$ cat src/rtl/mod_pkg.sv
// rtl/mod_pkg.sv - shared mode encodings, Gray level table and default PRBS taps
package mod_pkg;

  typedef enum logic [1:0] {
    MODE_BPSK  = 2'b00,
    MODE_QPSK  = 2'b01,
    MODE_QAM16 = 2'b10,
    MODE_RSVD  = 2'b11
  } mode_e;

  typedef enum logic [1:0] {
    LVL_NEG_FULL,
    LVL_NEG_THIRD,
    LVL_POS_THIRD,
    LVL_POS_FULL
  } level_e;

  // x^7 + x^6 + 1
  localparam logic [6:0] DEFAULT_TAPS = 7'b1100000;

  function automatic logic [2:0] bits_per_symbol(input mode_e m);
    case (m)
      MODE_BPSK:  return 3'd1;
      MODE_QPSK:  return 3'd2;
      MODE_QAM16: return 3'd4;
      default:    return 3'd0;
    endcase
  endfunction

  // pair = {first bit in PRBS order, second bit}
  function automatic level_e gray_level(input logic [1:0] pair);
    case (pair)
      2'b00:   return LVL_NEG_FULL;
      2'b01:   return LVL_NEG_THIRD;
      2'b11:   return LVL_POS_THIRD;
      default: return LVL_POS_FULL;
    endcase
  endfunction

endpackage

$ cat src/rtl/prbs_stepper.sv
// rtl/prbs_stepper.sv - combinational 1/2/4-step Fibonacci LFSR advance
// o_bits[n] is the n-th PRBS bit emitted; bits beyond i_nsteps are don't-care.
module prbs_stepper
  import mod_pkg::*;
#(
  parameter int                LFSR_W = 7,
  parameter logic [LFSR_W-1:0] TAPS   = LFSR_W'(DEFAULT_TAPS)
) (
  input  logic [LFSR_W-1:0] i_state,
  input  logic [2:0]        i_nsteps,
  output logic [LFSR_W-1:0] o_next,
  output logic [3:0]        o_bits
);

  logic [LFSR_W-1:0] w_st [0:4];

  assign w_st[0] = i_state;

  for (genvar g = 0; g < 4; g++) begin : g_step
    assign o_bits[g]  = w_st[g][LFSR_W-1];
    assign w_st[g+1]  = {w_st[g][LFSR_W-2:0], ^(w_st[g] & TAPS)};
  end

  always_comb begin
    o_next = i_state;
    case (i_nsteps)
      3'd1:    o_next = w_st[1];
      3'd2:    o_next = w_st[2];
      3'd4:    o_next = w_st[4];
      default: o_next = i_state;
    endcase
  end

endmodule

$ cat src/rtl/prbs_qam_mapper.sv
// rtl/prbs_qam_mapper.sv - PRBS source mapped to BPSK/QPSK/16-QAM I/Q symbols
// Single-entry output register with valid/ready handshake and optional framing.
module prbs_qam_mapper
  import mod_pkg::*;
#(
  parameter int                LFSR_W = 7,
  parameter logic [LFSR_W-1:0] TAPS   = LFSR_W'(DEFAULT_TAPS),
  parameter int                OUT_W  = 8,
  parameter int                AMP    = 96
) (
  input  logic                    clk,
  input  logic                    reset,
  input  logic [LFSR_W-1:0]       lfsr_seed,
  input  logic                    lfsr_load,
  input  logic                    enable,
  input  logic [1:0]              mode,
  input  logic [15:0]             frame_len,
  output logic signed [OUT_W-1:0] I_out,
  output logic signed [OUT_W-1:0] Q_out,
  output logic                    valid_out,
  input  logic                    ready_in,
  output logic                    last_out
);

  localparam logic signed [OUT_W-1:0] P_FULL  = OUT_W'(AMP);
  localparam logic signed [OUT_W-1:0] N_FULL  = -P_FULL;
  localparam logic signed [OUT_W-1:0] P_THIRD = OUT_W'(AMP / 3);
  localparam logic signed [OUT_W-1:0] N_THIRD = -P_THIRD;

  logic [LFSR_W-1:0]       r_lfsr;
  logic signed [OUT_W-1:0] r_i;
  logic signed [OUT_W-1:0] r_q;
  logic                    r_valid;
  logic                    r_last;
  logic [15:0]             r_cnt;
  logic [15:0]             r_flen;

  mode_e                   w_mode;
  logic [2:0]              w_nsteps;
  logic [LFSR_W-1:0]       w_next;
  logic [3:0]              w_bits;
  logic                    w_produce;
  logic signed [OUT_W-1:0] w_i;
  logic signed [OUT_W-1:0] w_q;
  logic [15:0]             w_flen;
  logic [15:0]             w_cnt_inc;
  logic [15:0]             w_cnt_next;
  logic                    w_last;

  function automatic logic signed [OUT_W-1:0] antipodal(input logic b);
    return b ? N_FULL : P_FULL;
  endfunction

  function automatic logic signed [OUT_W-1:0] level_value(input level_e l);
    case (l)
      LVL_NEG_FULL:  return N_FULL;
      LVL_NEG_THIRD: return N_THIRD;
      LVL_POS_THIRD: return P_THIRD;
      default:       return P_FULL;
    endcase
  endfunction

  assign w_mode   = mode_e'(mode);
  assign w_nsteps = bits_per_symbol(w_mode);

  prbs_stepper #(
    .LFSR_W (LFSR_W),
    .TAPS   (TAPS)
  ) u_stepper (
    .i_state  (r_lfsr),
    .i_nsteps (w_nsteps),
    .o_next   (w_next),
    .o_bits   (w_bits)
  );

  assign w_produce = enable && (w_mode != MODE_RSVD) && !lfsr_load && (!r_valid || ready_in);

  always_comb begin
    w_i = '0;
    w_q = '0;
    case (w_mode)
      MODE_BPSK: begin
        w_i = antipodal(w_bits[0]);
      end
      MODE_QPSK: begin
        w_i = antipodal(w_bits[0]);
        w_q = antipodal(w_bits[1]);
      end
      MODE_QAM16: begin
        w_i = level_value(gray_level({w_bits[0], w_bits[1]}));
        w_q = level_value(gray_level({w_bits[2], w_bits[3]}));
      end
      default: ;
    endcase
  end

  // frame_len is only picked up at a frame boundary so a mid-frame change
  // cannot truncate or stretch the frame in flight
  always_comb begin
    w_flen     = (r_cnt == 16'd0) ? frame_len : r_flen;
    w_cnt_inc  = r_cnt + 16'd1;
    w_last     = (w_flen != 16'd0) && (w_cnt_inc == w_flen);
    w_cnt_next = ((w_flen == 16'd0) || w_last) ? 16'd0 : w_cnt_inc;
  end

  always_ff @(posedge clk or posedge reset) begin
    if (reset) begin
      r_lfsr  <= '1;
      r_i     <= '0;
      r_q     <= '0;
      r_valid <= 1'b0;
      r_last  <= 1'b0;
      r_cnt   <= '0;
      r_flen  <= '0;
    end else if (lfsr_load) begin
      r_lfsr  <= (lfsr_seed == '0) ? LFSR_W'(1) : lfsr_seed;
      r_valid <= 1'b0;
      r_last  <= 1'b0;
      r_cnt   <= '0;
    end else if (w_produce) begin
      r_lfsr  <= w_next;
      r_i     <= w_i;
      r_q     <= w_q;
      r_valid <= 1'b1;
      r_last  <= w_last;
      r_cnt   <= w_cnt_next;
      if (r_cnt == 16'd0) r_flen <= frame_len;
    end else if (r_valid && ready_in) begin
      r_valid <= 1'b0;
      r_last  <= 1'b0;
    end
  end

  assign I_out     = r_i;
  assign Q_out     = r_q;
  assign valid_out = r_valid;
  assign last_out  = r_last;

endmodule
$ cat config.mk
export PLATFORM = sky130hd
export DESIGN_NAME = prbs_qam_mapper
export DESIGN_NICKNAME = d
export VERILOG_FILES = /design/src/rtl/mod_pkg.sv /design/src/rtl/prbs_stepper.sv /design/src/rtl/prbs_qam_mapper.sv
export SDC_FILE = /design/constraint.sdc
export NUM_CORES = 1
export LEC_CHECK = 0
export CAP_MARGIN = 20
export CORE_MARGIN = 2
export CORE_UTILIZATION = 30
export DETAILED_ROUTE_END_ITERATION = 10
export DONT_BUFFER_PORTS = 1
export GPL_ROUTABILITY_DRIVEN = 0
export PLACE_DENSITY_LB_ADDON = 0.1
export SYNTH_ARGS = -nofsm -noshare
export SYNTH_HDL_FRONTEND = slang
export SYNTH_SLANG_ARGS = --single-unit
$ cat constraint.sdc
create_clock -name clk -period 2.75 [get_ports clk]
set_input_delay 0.4125 -clock clk [delete_from_list [all_inputs] [get_ports clk]]
set_output_delay 0.4125 -clock clk [all_outputs]
set_load 0.01 [all_outputs]
# [Word level (Yosys, flattened, before mapping)]
# Cells that the tools add are included.
[classes] n_reduce_logical=28 mux=24 n_bitwise=1 n_eq_ne=15 add_sub_neg=1
[ops] operator="2-to-1 mux 16 bit" n=4
[ops] operator="case mux 8 bit (3 select lines)" n=2
[ops] operator="logical NOT 16 bit" n=2
[ops] operator="case mux 8 bit (2 select lines)" n=2
[ops] operator="parity 7 bit" n=4
[ops] operator="2-to-1 mux 7 bit" n=3
[ops] operator="case mux 7 bit (3 select lines)" n=1
[ops] operator="adder 16 x 1 -> 16 bit, second input constant" n=1
[ops] operator="equality test 16 bit" n=1
[ops] operator="2-to-1 mux 8 bit" n=2
[ops] operator="nonzero test 16 bit" n=1
[ops] operator="case mux 2 bit (3 select lines)" n=2
[ops] operator="equality test 2 x 1 -> 1 bit, second input constant" n=5
[ops] operator="equality test 2 bit, second input constant" n=5
[ops] operator="logical NOT 2 bit" n=5
[ops] operator="case mux 3 bit (3 select lines)" n=1
[ops] operator="logical NOT 7 bit" n=1
[ops] operator="logical AND 1 bit" n=5
[ops] operator="2-to-1 mux 1 bit" n=5
[ops] operator="2-to-1 mux 2 bit" n=2
[ops] operator="AND reduction 2 bit" n=2
[ops] operator="nonzero test 4 bit" n=1
[ops] operator="equality test 3 x 1 -> 1 bit, second input constant" n=1
[ops] operator="equality test 3 x 2 -> 1 bit, second input constant" n=1
[ops] operator="other kinds (8)" n=10
[word_totals] out_inout_bits=18 reg_bits=57

# [Longest topological paths before layout]
[logic_depth] word_depth=8 mapped_depth=14 mapped_depth_nobuf=10

# [By module]
# From an unflattened synthesis, not the netlist that was laid out.
[hier_totals] cells_unflattened=402 area_unflattened_um2=3649.8
[by_module_without_submodules] module="prbs_qam_mapper" seq_area_each_um2=1184.9 area_per_inst_um2=3216.8 cells_per_inst=343 n_inst=1
[by_module_without_submodules] module="prbs_stepper" seq_area_each_um2=0.0 area_per_inst_um2=432.9 cells_per_inst=59 n_inst=1

# [Worst setup path before layout]
# No wires, ideal clock.
[synth_path] path_type="register -> register" start="register r_cnt[0]" end="register r_cnt[2]" path_stages_with_launch=15 setup_ns=0.126 n_path_buf=4 required_ns=2.624 t_arrival_ns=2.765 path_slack_ns=-0.141 path_cell_list="dfrtp_1 > buf_2 > inv_1 > ha_1 > nor3b_1 > nand4_1 > buf_4 > buf_2 > mux2i_1 > xnor2_2 > o2111ai_2 > nor4_4 > nor2_2 > buf_6 > a221o_1"
[synth_between] elab_chain_cells=8 word_cells_on_any_way=11
[synth_lines] element="start: declaration" line_no="prbs_qam_mapper.sv:35" source="logic [15:0] r_cnt;"
[synth_lines] element="start signal: assignment" line_no="prbs_qam_mapper.sv:126" source="r_cnt <= w_cnt_next;"
[synth_lines] element="parallel branches: the longest is 5 deep, another holds adder 16 x 1 -> 16 bit"
[synth_lines] element="2-to-1 mux 16 bit (*)" line_no="prbs_qam_mapper.sv:103" source="w_cnt_next = ((w_flen == 16'd0) || w_last) ? 16'd0 : w_cnt_inc;"
[synth_lines] element="2-to-1 mux 16 bit (*)" line_no="prbs_qam_mapper.sv:120" source="end else if (w_produce) begin"
[synth_lines] element="2-to-1 mux 16 bit (*)" line_no="prbs_qam_mapper.sv:115" source="end else if (lfsr_load) begin"
# Every way passes the cells marked *. The select of a mux whose other input is x is not followed.
# A chain may end at the register's enable or synchronous reset.

# [Final worst setup path]
[layout_path] start="register r_cnt[6]" end="register r_cnt[8]"
# The elaborated chain is that of the path after synthesis.

==> results.json <==
{
  "worstSetupPathType": "reg2reg",
  "initial_core_util_pct": 30.81,
  "skew_ps": 12.35,
  "synth_edf_count": 0,
  "synth-main-ff-cell": "dfrtp_1",
  "core_um2": 10890,
  "clk-insertion-delay-late_ps": 310,
  "dieWidth_um": 109.7,
  "setup_ws_ps": -39.05,
  "rows": 38,
  "clkSinkCount": 47,
  "grt_overflow": 0,
  "cts_tree": "yes",
  "path_buf_inv": 3,
  "critPathLaunchType": "register",
  "p_per_area_nw_per_um2": 462.6,
  "multi_input_area_um2": 1967,
  "dieArea_um2": 12040,
  "synthCells": 347,
  "diodes": 0,
  "clockBufferDepth": 2,
  "antenna_left": 0,
  "layout-drive-gt1-share_pct": 28.39,
  "tns_ps": -43.06,
  "rsz0062_at_grt": "yes",
  "worstPathMaxFanout": 14,
  "crit_path_frequent_cell": "buf_6",
  "syn-cell-area_um2": 3354,
  "synth-xor-area-share_pct": 9.884,
  "syn_avg_cell_area_um2": 9.667,
  "synth_fa_ha_area_share_pct": 4.476,
  "slew_headroom_pct": 35.43,
  "area_growth_pct": 16.34,
  "synth_top_family_by_area": "simple AND/OR/NAND/NOR gates",
  "antenna_found_initial": 0,
  "synth.distinct_cells": 54,
  "critPathRequiredTime_ps": 2940,
  "first_pass_iters": 4,
  "yosysWarnings": 0,
  "port-buffer-count": 0,
  "drt_iter0_markers": 98,
  "setup_viol": 2,
  "final_cell_mix": "buf_4 (49), dfrtp_1 (40), nand2_1 (24)",
  "grt_max_degree": 44,
  "path_cells": "nor4_2 > nand4_1 > buf_6 > buf_6 > mux2i_2 > xor2_1 > nand3_1 > nor4_4 > buf_6 > nor4_1 > a221o_1",
  "fp.dieH_um": 109.7,
  "grt_pass1_vias": 2701,
  "met1_length_um": 4516,
  "fin_crit_sh_pct": 101.4,
  "nets": 425,
  "cts_max_level": 2,
  "ys_seq_area_share_pct": 35.32,
  "worstMarginPinSlew_ps": 967.1,
  "fmax_mhz": 358.5,
  "outcome": "complete, but fails checks",
  "drc": 0,
  "slew_viol_final": 0,
  "violations": "negative setup slack",
  "top_layer": "met4",
  "worstSetupEndpointType": "register",
  "period_minus_slack_ps": 2789,
  "vias": 2635,
  "wl_met3_um": 347,
  "synth_top_area_cell": "dfrtp_1",
  "wl_met2_um": 3956,
  "synth_mux_area_share_pct": 8.579,
  "hold_ws_ps": 156.1,
  "routedWlPerCell_um": 16.97,
  "root_buffer": "clkbuf_8",
  "seqCellArea_um2": 1185,
  "viasPerCell": 5.029,
  "total_leakage_power_nw": 1.645,
  "total_power_w": 0.001805,
  "synth_compound_area_share_pct": 13.84,
  "grt_pass1_wl_um": 14520,
  "cap_viol_max_count": 0,
  "arrival_ps": 2980,
  "synth-seq-cells": 47,
  "mostFrequentLayoutCell": "buf_4",
  "dp_slack_ps": -202.6,
  "grt_util_all_layers_pct": 15.86,
  "crit_family": "simple AND/OR/NAND/NOR gates",
  "path_clk_slew_ps": 100,
  "hpwl_um": 6550,
  "crit_slowest_cell": "dfrtp_1",
  "async_reset_ff_share_pct": 100.0,
  "cts-buffers-inserted": 5,
  "synth_top_area_share_pct": 29.84,
  "min_path_type": "in2reg",
  "irDropWorstVdd_mv": 0.2249,
  "ios": 48,
  "synth-simple-area-share_pct": 18.69,
  "synth_area_leaders": "dfrtp_1 (30%), dfstp_2 (5.5%), xnor2_1 (5.0%), mux2_2 (4.7%), ha_1 (4.5%)",
  "cpPeakStageDelay_ps": 410,
  "hold_viol_final": 0,
  "wirelength_um": 8892,
  "nFillCells": 1131
}
cell families (layout without fill, tap and decap cells):
kind of cell / after synthesis / after routing
AO/OA/AOI/OAI: 65 / 65
XOR/XNOR: 31 / 31
adder cells (fa/ha/maj): 12 / 12
buffers and inverters: 50 / 78
flip-flops: 47 / 47
multiplexers: 27 / 27
other: 1 / 10
AND/OR/NAND/NOR: 114 / 114
sequential cells by signal, summed over array words and instances, names as in the netlist:
name and cells:
I_out 3, r_flen 16, Q_out 3, r_cnt 16, valid_out 1, last_out 1
r_lfsr 7
where the power goes:
part | switching [W] | internal (W) | leakage, nW
sequential | 0.000103 | 0.000807 | 0.592
clock | 0.000251 | 0.000182 | 0.0395
combinational | 0.000224 | 0.000238 | 1.01
worst paths after layout:
kind | start | end | slack, ps | cells after the start
max | r_cnt[6]$_DFFE_PP0P_ | r_cnt[8]$_DFFE_PP0P_ | -40 | 11
min | lfsr_load | valid_out$_DFFE_PP0P_ | 160 | 1
max reg2reg | r_cnt[6]$_DFFE_PP0P_ | r_cnt[8]$_DFFE_PP0P_ | -40 | 11
min reg2reg | r_flen[8]$_DFFE_PP0P_ | r_flen[8]$_DFFE_PP0P_ | 490 | 2
max in group asynchronous | reset | r_lfsr[0]$_DFFE_PP1P_ | 1790 | 2
min in group asynchronous | reset | r_cnt[8]$_DFFE_PP0P_ | 190 | 1
cell usage after synthesis, drive strengths merged (8+ instances only):
cell type  count
dfrtp         40
nor2          25
nand2         24
buf           22
xnor2         20
nor4          17
inv           15
mux2          14
o21ai         14
a21oi         13
clkbuf        13
mux2i         13
ha            12
a221o         10
nand3         10
nand4          9
nor3           8
xor2           8
metrics by stage:
stage | utilization [%] | cells | cell area [um^2]
2_1_floorplan | - | 356 | 3442
3_3_place_gp | 34.34 | 513 | 3739
3_5_place_dp | 34.34 | 513 | 3739
4_1_cts | 35.81 | 524 | 3899
5_1_grt | 35.84 | 524 | 3902
6_report | 35.84 | 524 | 3902
routing by layer:
layer | global-route usage [%] | vias up
li1 | - | 1305
met1 | 22.44 | 1276
met2 | 24.69 | 47
met3 | 3.438 | 7
met4 | 3.707 | 0
met5 | 0 | -
final cells by class:
class,instances,share of cell area [%]
inverter,15,1.443
sequential,47,30.36
tap,140,4.489
clock buffer,8,2.052
timing repair buffer,55,11.25
multi-input combinational,259,50.40
repair_timing:
| action | in CTS | in global routing |
|---|---|---|
| pin swaps | 5 | 0 |
| setup buffers | 3 | 0 |
| gates cloned | 0 | 0 |
| gates resized for setup | 13 | 1 |
| hold buffers | 0 | 0 |
| endpoints found under the setup margin | 12 | 14 |
No activity file was read; power rests on OpenSTA's default activity.
